--- src/rtl/dmem_arbiter.sv ---
// rtl/dmem_arbiter.sv - D-MEM arbiter between the pipeline MEM stage and the loader/debug port
// Pipeline has priority until the loader has been denied STARVE_LIMIT cycles in a row.

module dmem_arbiter #(
    parameter int DBITS        = 32,
    parameter int DMEMADDRBITS = 16,
    parameter int DMEMWORDBITS = 2,
    parameter int STARVE_LIMIT = 4
) (
    input  logic                                 clk,
    input  logic                                 reset,
    input  logic                                 p_req,
    input  logic                                 p_we,
    input  logic [DBITS-1:0]                     p_addr,
    input  logic [DBITS-1:0]                     p_wdata,
    output logic                                 p_gnt,
    output logic                                 p_rvalid,
    output logic [DBITS-1:0]                     p_rdata,
    input  logic                                 d_req,
    input  logic                                 d_we,
    input  logic [DBITS-1:0]                     d_addr,
    input  logic [DBITS-1:0]                     d_wdata,
    output logic                                 d_gnt,
    output logic                                 d_rvalid,
    output logic [DBITS-1:0]                     d_rdata,
    output logic                                 mem_en,
    output logic                                 mem_we,
    output logic [DMEMADDRBITS-DMEMWORDBITS-1:0] mem_addr,
    output logic [DBITS-1:0]                     mem_wdata,
    input  logic [DBITS-1:0]                     mem_rdata,
    output logic                                 stall_pipe,
    output logic                                 err_misaligned
);

    typedef enum logic {
        P_PRIO = 1'b0,
        D_PRIO = 1'b1
    } prio_e;

    localparam logic [2:0] LIMIT = 3'(STARVE_LIMIT);

    prio_e                 state_q, state_d;
    logic [2:0]            starve_q, starve_d;
    logic                  p_pend_q, d_pend_q;
    logic                  err_q;
    logic [DBITS-1:0]      p_hold_q, d_hold_q;

    logic                  gnt_any;
    logic                  sel_we;
    logic [DBITS-1:0]      sel_addr;
    logic [DBITS-1:0]      sel_wdata;
    logic                  misaligned;
    logic                  unused_addr_bits;

    // Priority state register
    always_ff @(posedge clk or negedge reset) begin
        if (!reset) begin
            state_q  <= P_PRIO;
            starve_q <= 3'd0;
        end else begin
            state_q  <= state_d;
            starve_q <= starve_d;
        end
    end

    // Loader starvation count; D_PRIO is entered exactly when it saturates
    always_comb begin
        starve_d = 3'd0;
        if (d_req && !d_gnt) begin
            starve_d = (starve_q == LIMIT) ? LIMIT : starve_q + 3'd1;
        end
        state_d = (starve_d == LIMIT) ? D_PRIO : P_PRIO;
    end

    always_comb begin
        p_gnt = 1'b0;
        d_gnt = 1'b0;
        if (reset) begin
            if (state_q == D_PRIO) begin
                d_gnt = d_req;
                p_gnt = p_req && !d_req;
            end else begin
                p_gnt = p_req;
                d_gnt = d_req && !p_req;
            end
        end
    end

    // Winner mux; a misaligned winner still consumes its grant but never touches memory
    always_comb begin
        gnt_any    = p_gnt || d_gnt;
        sel_we     = d_gnt ? d_we    : p_we;
        sel_addr   = d_gnt ? d_addr  : p_addr;
        sel_wdata  = d_gnt ? d_wdata : p_wdata;
        misaligned = |sel_addr[DMEMWORDBITS-1:0];
        mem_en     = gnt_any && !misaligned;
        mem_we     = gnt_any && sel_we;
        mem_addr   = sel_addr[DMEMADDRBITS-1:DMEMWORDBITS];
        mem_wdata  = sel_wdata;
    end

    assign unused_addr_bits = ^{p_addr[DBITS-1:DMEMADDRBITS], d_addr[DBITS-1:DMEMADDRBITS]};

    always_ff @(posedge clk or negedge reset) begin
        if (!reset) begin
            p_pend_q <= 1'b0;
            d_pend_q <= 1'b0;
            err_q    <= 1'b0;
            p_hold_q <= '0;
            d_hold_q <= '0;
        end else begin
            p_pend_q <= p_gnt && !p_we && !misaligned;
            d_pend_q <= d_gnt && !d_we && !misaligned;
            err_q    <= gnt_any && misaligned;
            if (p_pend_q) begin
                p_hold_q <= mem_rdata;
            end
            if (d_pend_q) begin
                d_hold_q <= mem_rdata;
            end
        end
    end

    // Read data passes straight through on the return cycle and is held afterwards
    assign p_rvalid       = p_pend_q;
    assign d_rvalid       = d_pend_q;
    assign p_rdata        = p_pend_q ? mem_rdata : p_hold_q;
    assign d_rdata        = d_pend_q ? mem_rdata : d_hold_q;
    assign err_misaligned = err_q;
    assign stall_pipe     = p_req && !p_gnt;

endmodule
--- config.mk ---
export PLATFORM = sky130hd
export DESIGN_NAME = dmem_arbiter
export DESIGN_NICKNAME = d
export VERILOG_FILES = /design/src/rtl/dmem_arbiter.sv
export SDC_FILE = /design/constraint.sdc
export NUM_CORES = 1
export LEC_CHECK = 0
export BUFFER_PORTS_ARGS = -buffer_cell sky130_fd_sc_hd__clkbuf_2
export CORE_AREA = 5 5 108 110
export CTS_BUF_LIST = sky130_fd_sc_hd__clkbuf_2 sky130_fd_sc_hd__clkbuf_4 sky130_fd_sc_hd__clkbuf_8
export CTS_CLUSTER_DIAMETER = 80
export DETAILED_ROUTE_END_ITERATION = 7
export DIE_AREA = 0 0 113 115
export MAX_ROUTING_LAYER = met4
export PLACE_DENSITY = 0.7
export SLEW_MARGIN = 20
export SYNTH_ARGS = -nofsm -noshare
export SYNTH_HDL_FRONTEND = slang
export SYNTH_SLANG_ARGS = --single-unit
--- constraint.sdc ---
create_clock -name clk -period 3 [get_ports clk]
set_input_delay 0.9 -clock clk [delete_from_list [all_inputs] [get_ports clk]]
set_output_delay 0.9 -clock clk [all_outputs]
set_load 0.05 [all_outputs]
==> metrics.txt, run 1 <==
status finished clean; Final Hold Fails 0; R2R Path End p_hold_q[25]; Synth Warn # 0; number of fill cells 968; Max stage delay on crit path roughly 360 ps; critical path cell sequence clkbuf_2 > nor2b_4 > nor2_4 > buf_12 > buf_12 > mux2_2 > clkbuf_8; vias per cell around 4.5; GR Util All Layers 15.3%; core area between 10000 and 15000 sq um; CP Max Fanout 9; Initial Util 32.3%; Synth cell types 24; reg2reg path depth 2; Die Area 13000 sq um; Routed Antenna Nets 0; crit-path leading delay family buffers and inverters; Worst Path Buf+Inv 4; final hold slack 491 ps; Layout area overhead 54.3%; Critical Path RT 2100 ps; Initial DRC Count 106; fraction of layout cells with a size suffix above 1 78.2%; Mapped Area 3430 sq um; hold path depth 1; Die Span X between 100 and 150 um; FF-to-FF setup slack 1710 ps; RePlAce Congestion 0.825; net count reported at finish 662; Setup crit end kind primary output; hold endpoint d_hold_q[31]; number of global-route vias before repair roughly 3000; critical path launch point type input pin; max_cap viols 0; WS Path Type input pin to primary output; dpl ws -67.3 ps; DRT Pass-1 Iters 4; type of the tightest min-delay check flop to flop; min Tclk post-route 2960 ps; CTS buffer count 9; WP data arrival between 2000 and 2500 ps; num rows 38; Longest Clk Path Bufs 2; total gr overflow 0; Final WS setup 41.8 ps; clk_lat worst skew 330 ps; Tcrit/Tclk final between 90% and 100%; htree depth 3; clock sinks 71; Post-route DRC 0; fin util 49.9%; largest net degree at the start of global routing 73; Routed wire per std cell 16.5 um; sequential share of the synthesized area 51.8%; FF-to-FF Start p_rvalid; #FFs+latches synth 71; Final Skew 5.59 ps; CP most frequent cell buf_12; Slew HR approximately two fifths; Final Setup Violations 0; total power density per cell area 695 nW/um^2; CP max-delay cell mux2_2; initial antenna violation count 1; worst vdd ir 0.000447 V; DRT Wirelength 10600 um; vias 2869; I/O pins 284; worst slew pin tran 882 ps; Cells after Synth 231; IO buf count between 200 and 300; Die Height between 100 and 150 um; DP Wirelength roughly 8000 um; Area after DPL 4880 sq um; final instance area roughly 5300 sq um; FMAX 338 MHz; hold_buf cts 0; syn_nets 399; hold_sp d_hold_q[31]; synthesized area per cell 14.8 sq um; CTS tree built; setup TNS 0 ps; P_leak 2.82 nW; CTS clk-pin slew, worst paths 70 ps; first-pass GRT wire length 15300 um; Max Slew Vio Count 0; clock root cell clkbuf_8
[worst max path at each step]
stage	startpoint	endpoint	slack [ps]	depth (start not counted)
detailed placement	reset	mem_addr[1]	-70	6
global route	d_req	mem_wdata[6]	-9	7
floorplan	p_req	mem_en	130	3
finish	p_req	mem_addr[1]	40	7
CTS	p_req	mem_addr[1]	-10	6
global placement	reset	mem_addr[1]	-50	6
[sequential cells by signal (all words and copies together) (netlist names)]
name / flops
d_hold_q: 32
starve_q: 3
p_rvalid: 1
d_rvalid: 1
err_misaligned: 1
state_q: 1
p_hold_q: 32
[kinds of logic after synthesis]
family                     after synthesis  synth area share [%]
adders and majority gates                2                 0.730
AOI/OAI and AO/OA                        9                  1.53
xor gates and xnor gates                 1                 0.255
muxes                                  110                  39.3
buffers and inverters                   18                  3.10
and+or+nand+nor                         20                  3.28
DFF                                     71                  51.8
[cell usage after synthesis]
library cell | count | share of area (%)
a211oi_1 | 2 | 0.44
a21oi_1 | 2 | 0.29
a22oi_1 | 1 | 0.22
and2_1 | 2 | 0.36
and3b_1 | 1 | 0.26
buf_2 | 7 | 1.0
buf_6 | 4 | 1.3
clkbuf_1 | 2 | 0.22
dfrtp_1 | 71 | 52
ha_1 | 2 | 0.73
inv_1 | 5 | 0.55
mux2_1 | 4 | 1.3
mux2_2 | 77 | 25
mux2_4 | 29 | 13
nand2_1 | 3 | 0.33
nand3_1 | 3 | 0.44
nor2_1 | 5 | 0.55
nor2_2 | 1 | 0.18
nor2b_4 | 1 | 0.40
nor3_1 | 2 | 0.29
nor4b_1 | 1 | 0.26
o21ai_0 | 4 | 0.58
or2b_1 | 1 | 0.22
xor2_1 | 1 | 0.26
[worst reg2reg max path: stages, from the launching register on]
cell and delay, ps:
dfrtp_1 330, buf_4 410, mux2_2 440
[cell type report]
type,count,area [sq um],area share (%)
multi-input combinational,142,1550,29.4
antenna,1,2.50,0.0473
timing repair buffer,265,1560,29.5
inverter,5,18.8,0.355
sequential,71,1780,33.6
clock buffer,9,124,2.34
clock inverter,7,80.1,1.51
tap,140,175,3.31
[repair_timing]
action | in CTS | in global routing
gates cloned | 0 | 3
pin swaps | 0 | 1
gates resized for setup | 26 | 37
setup buffers | 0 | 2
endpoints found under the setup margin | 19 | 46
[per-stage QoR]
step	power, mW	cells
floorplan	2.48	231
global placement	2.86	618
detailed placement	2.89	618
CTS	3.72	634
global route	3.86	640
finish	3.68	640
[metal layers]
| layer | share of wire (%) | track usage [%] |
|---|---|---|
| met1 | 36 | 15.9 |
| met2 | 55 | 27.8 |
| met3 | 7.6 | 4.53 |
| met4 | 1.0 | 4.57 |
| met5 | 0 | - |
[power by group]
| part | internal [mW] | leakage [nW] | switching, mW |
|---|---|---|---|
| registers | 1.15 | 0.897 | 0.0476 |
| logic | 0.474 | 1.82 | 1.22 |
| clock network | 0.396 | 0.102 | 0.390 |
| total | 2.02 | 2.82 | 1.65 |
[layout by cell type (no fill, tap or decap), drive strengths merged]
cell      synthesis  final
nor2              6      6
ha                2      2
buf              11     35
mux2            110    110
o21ai             4      4
or2b              1      1
nand2             3      3
a21oi             2      2
xor2              1      1
inv               5      8
a211oi            2      2
clkinv            0      2
nor2b             1      1
clkbuf            2    239
nor3              2      2
bufinv            0      1
a22oi             1      1
dfrtp            71     71
clkinvlp          0      1
nand3             3      3
diode             0      1
nor4b             1      1
and3b             1      1
and2              2      2
Note: power is estimated with default switching activity, not from simulation.
==> run 2, diff against run 1 <==
--- a/config.mk
+++ b/config.mk
@@ -5,7 +5,7 @@
 export SDC_FILE = /design/constraint.sdc
 export NUM_CORES = 1
 export LEC_CHECK = 0
-export BUFFER_PORTS_ARGS = -buffer_cell sky130_fd_sc_hd__clkbuf_2
+export BUFFER_PORTS_ARGS = -buffer_cell sky130_fd_sc_hd__buf_2
 export CORE_AREA = 5 5 108 110
 export CTS_BUF_LIST = sky130_fd_sc_hd__clkbuf_2 sky130_fd_sc_hd__clkbuf_4 sky130_fd_sc_hd__clkbuf_8
 export CTS_CLUSTER_DIAMETER = 80
@@ -13,6 +13,8 @@
 export DIE_AREA = 0 0 113 115
 export MAX_ROUTING_LAYER = met4
 export PLACE_DENSITY = 0.7
+export REMOVE_ABC_BUFFERS = 1
+export SETUP_SLACK_MARGIN = 0.02
 export SLEW_MARGIN = 20
 export SYNTH_ARGS = -nofsm -noshare
 export SYNTH_HDL_FRONTEND = slang
==> metrics.txt, run 2 (same netlist as run 1, synthesis figures left out) <==
Tcrit/Tclk final 101% (was 98.6%); status finished, violations left (was finished clean); clock root cell clkbuf_8 (unchanged); area occupied by multi-input gates 1570 sq um (was 1550 sq um); first-pass GRT wire length 16900 um (was 15300 um); RePlAce Congestion 0.856 (was 0.825); fraction of layout cells with a size suffix above 1 78.0% (was 78.2%); Initial Util 32.3% (unchanged); Longest Clk Path Bufs 2 (unchanged); CP Max Fanout 6 (was 9); type of the tightest min-delay check input pin to asynchronous set/reset pin (was flop to flop); failing checks negative setup slack; P_leak 2.94 nW (was 2.82 nW); Slew HR 46.7% (was 41.2%); Die Area 13000 sq um (unchanged); vias 2943 (was 2869); Routed wire per std cell 18.5 um (was 16.5 um); Max Slew Vio Count 0 (unchanged); critical path launch point type input pin (unchanged); total power density per cell area 670 nW/um^2 (was 695 nW/um^2); clock sinks 71 (unchanged); WS Path Type input pin to primary output (unchanged); worst slew pin tran 799 ps (was 882 ps); CTS clk-pin slew, worst paths 70 ps (about the same); commonest non-fill, non-tap cell in the layout buf_2 (was clkbuf_2); RSZ-0062 raised after global routing true; fin util 52.9% (was 49.9%); Final Skew 10.2 ps (was 5.59 ps); Final Hold Fails 0 (unchanged); Post-route DRC 0 (unchanged); Reg area 1780 sq um (unchanged); total gr overflow 0 (unchanged); clk_lat worst skew 340 ps (was 330 ps); worst vdd ir 0.000341 V (was 0.000447 V); Max stage delay on crit path 310 ps (was 360 ps); Initial DRC Count 66 (was 106); FMAX 332 MHz (was 338 MHz); Routed Antenna Nets 0 (unchanged); DRT Wirelength 11900 um (was 10600 um); largest net degree at the start of global routing 66 (was 73); initial antenna violation count 4 (was 1); net count reported at finish 665 (was 662); htree depth 3 (unchanged); max_cap viols 0 (unchanged); largest registers d_hold_q: 32 flops, p_hold_q: 32 flops, starve_q: 3 flops (unchanged); I/O pins 284 (unchanged); FF-to-FF setup slack 1710 ps (about the same); Final WS setup -16.2 ps (was 41.8 ps); Setup crit end kind primary output (unchanged); hold_buf cts 0 (unchanged); most frequent cells in the layout 204 x buf_2, 71 x mux2_2, 71 x dfrtp_1 (was 212 x clkbuf_2, 77 x mux2_2, 71 x dfrtp_1); CP max-delay cell mux2_4 (was mux2_2); min Tclk post-route 3020 ps (was 2960 ps); num rows 38 (unchanged); WP data arrival 2120 ps (was 2060 ps); Final Setup Violations 7 (was 0); DRT Pass-1 Iters 4 (unchanged); final hold slack 471 ps (was 491 ps); Critical Path RT 2100 ps (about the same); Power Total 3.76 mW (was 3.68 mW); number of global-route vias before repair 3159 (was 3047); Die Height 115 um (unchanged); setup TNS -53.4 ps (was 0 ps); Layout area overhead 63.4% (was 54.3%); DP Wirelength 8780 um (was 8130 um); number of fill cells 936 (was 968); GR Util All Layers 17.6% (was 15.3%); CTS buffer count 9 (unchanged); vias per cell 4.57 (was 4.48); fin cells 644 (was 640); dpl cells 618 (unchanged); critical path cell sequence buf_6 > nor2b_4 > nor2_4 > buf_12 > clkbuf_16 > mux2_4 > buf_8 (was clkbuf_2 > nor2b_4 > nor2_4 > buf_12 > buf_12 > mux2_2 > clkbuf_8); core area 10600 sq um (unchanged); IO buf count 251 (unchanged); CTS tree built (unchanged); Die Span X 113 um (unchanged)
run 2: cell count changes in the layout (fill, tap and decap cells not counted), moves of 4 or more:
cell      before  now
buf_2         12  204
buf_4         16    8
buf_6          2   42
buf_8          2    6
clkbuf_2     212    0
clkbuf_4      10    1
mux2_2        77   71
mux2_4        29   35
run 2: stage by stage:
stage                     cell area [sq um]  setup slack [ps]
after detailed placement               4860             -65.7
final                                  5610             -16.2
after global routing                   5610             -61.4
after CTS                              5390             -49.5
after global placement                 4860             -36.5
after floorplan                        3340             -1590
run 2: path summary, 6_finish.rpt:
| kind | start | end | cells after the start |
|---|---|---|---|
| min in group clk | p_hold_q[27] | p_hold_q[27] | 1 |
| max in group asynchronous | reset | p_hold_q[1] | 3 |
| max reg2reg | d_rvalid | d_hold_q[15] | 2 |
| min reg2reg | p_hold_q[27] | p_hold_q[27] | 1 |
| max | p_req | mem_wdata[19] | 7 |
| min | reset | starve_q[1] | 2 |
run 2: power breakdown:
group / internal (mW) / switching, mW / total, mW / leakage [nW]
logic: 0.532 / 1.23 / 1.77 / 1.93
clock network: 0.459 / 0.328 / 0.787 / 0.109
registers: 1.16 / 0.0483 / 1.20 / 0.897
run 2: repair_timing:
item                       CTS  global route
setup endpoints to repair   46            46
pin swaps                    1             1
resized for setup           73            36
gates cloned                 3             3
buffers inserted             2             1
run 2: critical path, delay by kind of cell:
family | cells | cell delay, ps
mux | 1 | 310
buf+inv | 4 | 570
simple gates | 2 | 320
run 2: area by class of cell:
type                            instances  area share [%]
Tap cell                              140            3.12
Inverter                                5           0.335
Antenna cell                            3           0.134
Clock inverter                          2           0.692
Sequential cell                        71            31.7
Clock buffer                           13            3.08
Timing Repair Buffer                  268            32.9
Multi-Input combinational cell        142            28.1
run 2: routing by layer:
metal	part of all wire [%]	track usage (%)
met5	0	-
met4	2.2	8.57
met3	8.8	5.95
met2	51	28.6
met1	38	19.4
==> run 3, diff against run 2 <==
--- a/config.mk
+++ b/config.mk
@@ -19,3 +19,4 @@
 export SYNTH_ARGS = -nofsm -noshare
 export SYNTH_HDL_FRONTEND = slang
 export SYNTH_SLANG_ARGS = --single-unit
+export TNS_END_PERCENT = 10
==> metrics.txt, run 3 (same netlist as run 1, synthesis figures left out) <==
Setup crit end kind primary output (unchanged); Reg area 1780 sq um (unchanged); Tcrit/Tclk final 99.7% (was 101%); CP max-delay cell mux2_4 (unchanged); clock share of power 21.0% (was 20.9%); Die Span X 113 um (unchanged); number of fill cells 939 (was 936); Final Skew 8.36 ps (was 10.2 ps); WS Path Type input pin to primary output (unchanged); clock root cell clkbuf_8 (unchanged); fraction of layout cells with a size suffix above 1 78.1% (was 78.0%); worst slew pin tran 797 ps (was 799 ps); GR Util All Layers 17.5% (was 17.6%); DRT Wirelength 11600 um (was 11900 um); IO buf count 251 (unchanged); min Tclk post-route 2990 ps (was 3020 ps); Longest Clk Path Bufs 2 (unchanged); type of the tightest min-delay check input pin to asynchronous set/reset pin (unchanged); status finished clean (was finished, violations left); Int Pwr 2.14 mW (was 2.15 mW); num rows 38 (unchanged); critical path launch point type input pin (unchanged); Routed wire per std cell 18.2 um (was 18.5 um); Die Height 115 um (unchanged); core area 10600 sq um (unchanged); GRT busiest layer met2 (unchanged); worst vdd ir 0.000341 V (about the same); Routed Antenna Nets 0 (unchanged); Layout area overhead 60.9% (was 63.4%); critical path cell sequence buf_6 > nor2b_4 > nor2_4 > buf_12 > clkbuf_16 > mux2_4 > buf_6 (was buf_6 > nor2b_4 > nor2_4 > buf_12 > clkbuf_16 > mux2_4 > buf_8); Post-route DRC 0 (unchanged); final instance area 5520 sq um (was 5610 sq um); Die Area 13000 sq um (unchanged); Seq pwr share 32.1% (about the same); RePlAce Congestion 0.856 (unchanged); M1 GR Usage 19.5% (was 19.4%); largest registers d_hold_q: 32 flops, p_hold_q: 32 flops, starve_q: 3 flops (unchanged); CTS clk-pin slew, worst paths 70 ps (about the same); largest net degree at the start of global routing 66 (unchanged); Area after DPL 4860 sq um (unchanged); Comb power frac 46.8% (was 47.0%); vias per cell 4.56 (was 4.57); most frequent cells in the layout 204 x buf_2, 71 x dfrtp_1, 68 x mux2_2 (was 204 x buf_2, 71 x mux2_2, 71 x dfrtp_1); CP most frequent cell buf_6; first-pass GRT wire length 16800 um (was 16900 um); Final Hold Fails 0 (unchanged); CTS buffer count 9 (unchanged); vias 2909 (was 2943); max_cap viols 0 (unchanged); number of global-route vias before repair 3137 (was 3159); GR Layer Usage met2 29.1% (was 28.6%); commonest non-fill, non-tap cell in the layout buf_2 (unchanged); Initial DRC Count 56 (was 66); net count reported at finish 661 (was 665); Critical Path RT 2100 ps (about the same); Slew HR 46.8% (was 46.7%); CP Max Fanout 6 (unchanged); DRT Pass-1 Iters 4 (unchanged); clock sinks 71 (unchanged); I/O pins 284 (unchanged); clk_lat worst skew 340 ps (about the same); total gr overflow 0 (unchanged); P_leak 2.91 nW (was 2.94 nW); Final Setup Violations 0 (was 7); DP Wirelength 8780 um (unchanged); Max stage delay on crit path 310 ps (about the same); CTS tree built (unchanged); Initial Util 32.3% (unchanged); setup TNS 0 ps (was -53.4 ps); switching share of total power 42.9% (was 42.8%); Max Slew Vio Count 0 (unchanged); initial antenna violation count 3 (was 4); WP data arrival 2090 ps (was 2120 ps); htree depth 3 (unchanged); M3 GR Usage 5.84% (was 5.95%); switching pwr 1.61 mW (about the same); total power density per cell area 679 nW/um^2 (was 670 nW/um^2); area occupied by multi-input gates 1590 sq um (was 1570 sq um); FMAX 334 MHz (was 332 MHz); RSZ-0062 raised after global routing true (unchanged)
run 3: changes by cell type in the layout (fill, tap and decap cells not counted), moves of 2 or more:
cell | previous run | this run
buf_16 | 3 | 1
buf_6 | 42 | 40
buf_8 | 6 | 8
mux2_4 | 35 | 38
clkbuf_16 | 3 | 1
diode_2 | 3 | 1
mux2_2 | 71 | 68
run 3: repair_timing:
action / in CTS / in global routing
hold buffers: 0 / 0
setup buffers: 2 / 1
pin swaps: 1 / 1
endpoints found under the setup margin: 46 / 46
gates resized for setup: 84 / 30
gates cloned: 2 / 1
run 3: area by class of cell:
type	instances	share of cell area, %
clock inverter	2	0.703
multi-input combinational	142	28.8
inverter	5	0.340
antenna	1	0.0454
tap	140	3.18
clock buffer	13	3.13
timing repair buffer	264	31.6
sequential	71	32.2
run 3: per-stage QoR:
step	setup WS (ps)	hold WS, ps	instances	util [%]	power (mW)
floorplan	-1590	455	218	-	2.48
global placement	-36.5	460	618	45.8	2.86
detailed placement	-65.7	472	618	45.8	2.89
CTS	-33.4	455	637	51.1	3.77
global route	-35.3	471	638	52.0	3.92
finish	8.44	479	638	52.0	3.75
run 3: worst max-delay path, delay by kind of cell:
family / cells / cell delay [ps]
and+or+nand+nor: 2 / 330
buffers and inverters: 4 / 550
muxes: 1 / 310
run 3: per-layer routing:
metal | part of all wire (%) | wire length, um
met1 | 38 | 4450
met2 | 50 | 5840
met3 | 9.2 | 1060
met4 | 2.2 | 261
met5 | 0 | 0
run 3: worst paths after layout:
check	endpoint	start	cells after the start	slack, ps
worst max-delay path	mem_wdata[27]	p_req	7	8
worst min-delay path	starve_q[1]	reset	2	480
worst max register to register	d_hold_q[15]	d_rvalid	2	1720
worst min register to register	p_hold_q[27]	p_hold_q[27]	1	480
max in group asynchronous	d_hold_q[15]	reset	3	1500
min in group clk	p_hold_q[27]	p_hold_q[27]	1	480
run 3: power groups by stage:
stage	combinational, mW	clock, mW	sequential, mW
finish	1.76	0.788	1.20
global route	1.83	0.860	1.22
CTS	1.74	0.814	1.21
detailed placement	1.67	0	1.23
global placement	1.65	0	1.21
floorplan	1.26	0	1.21
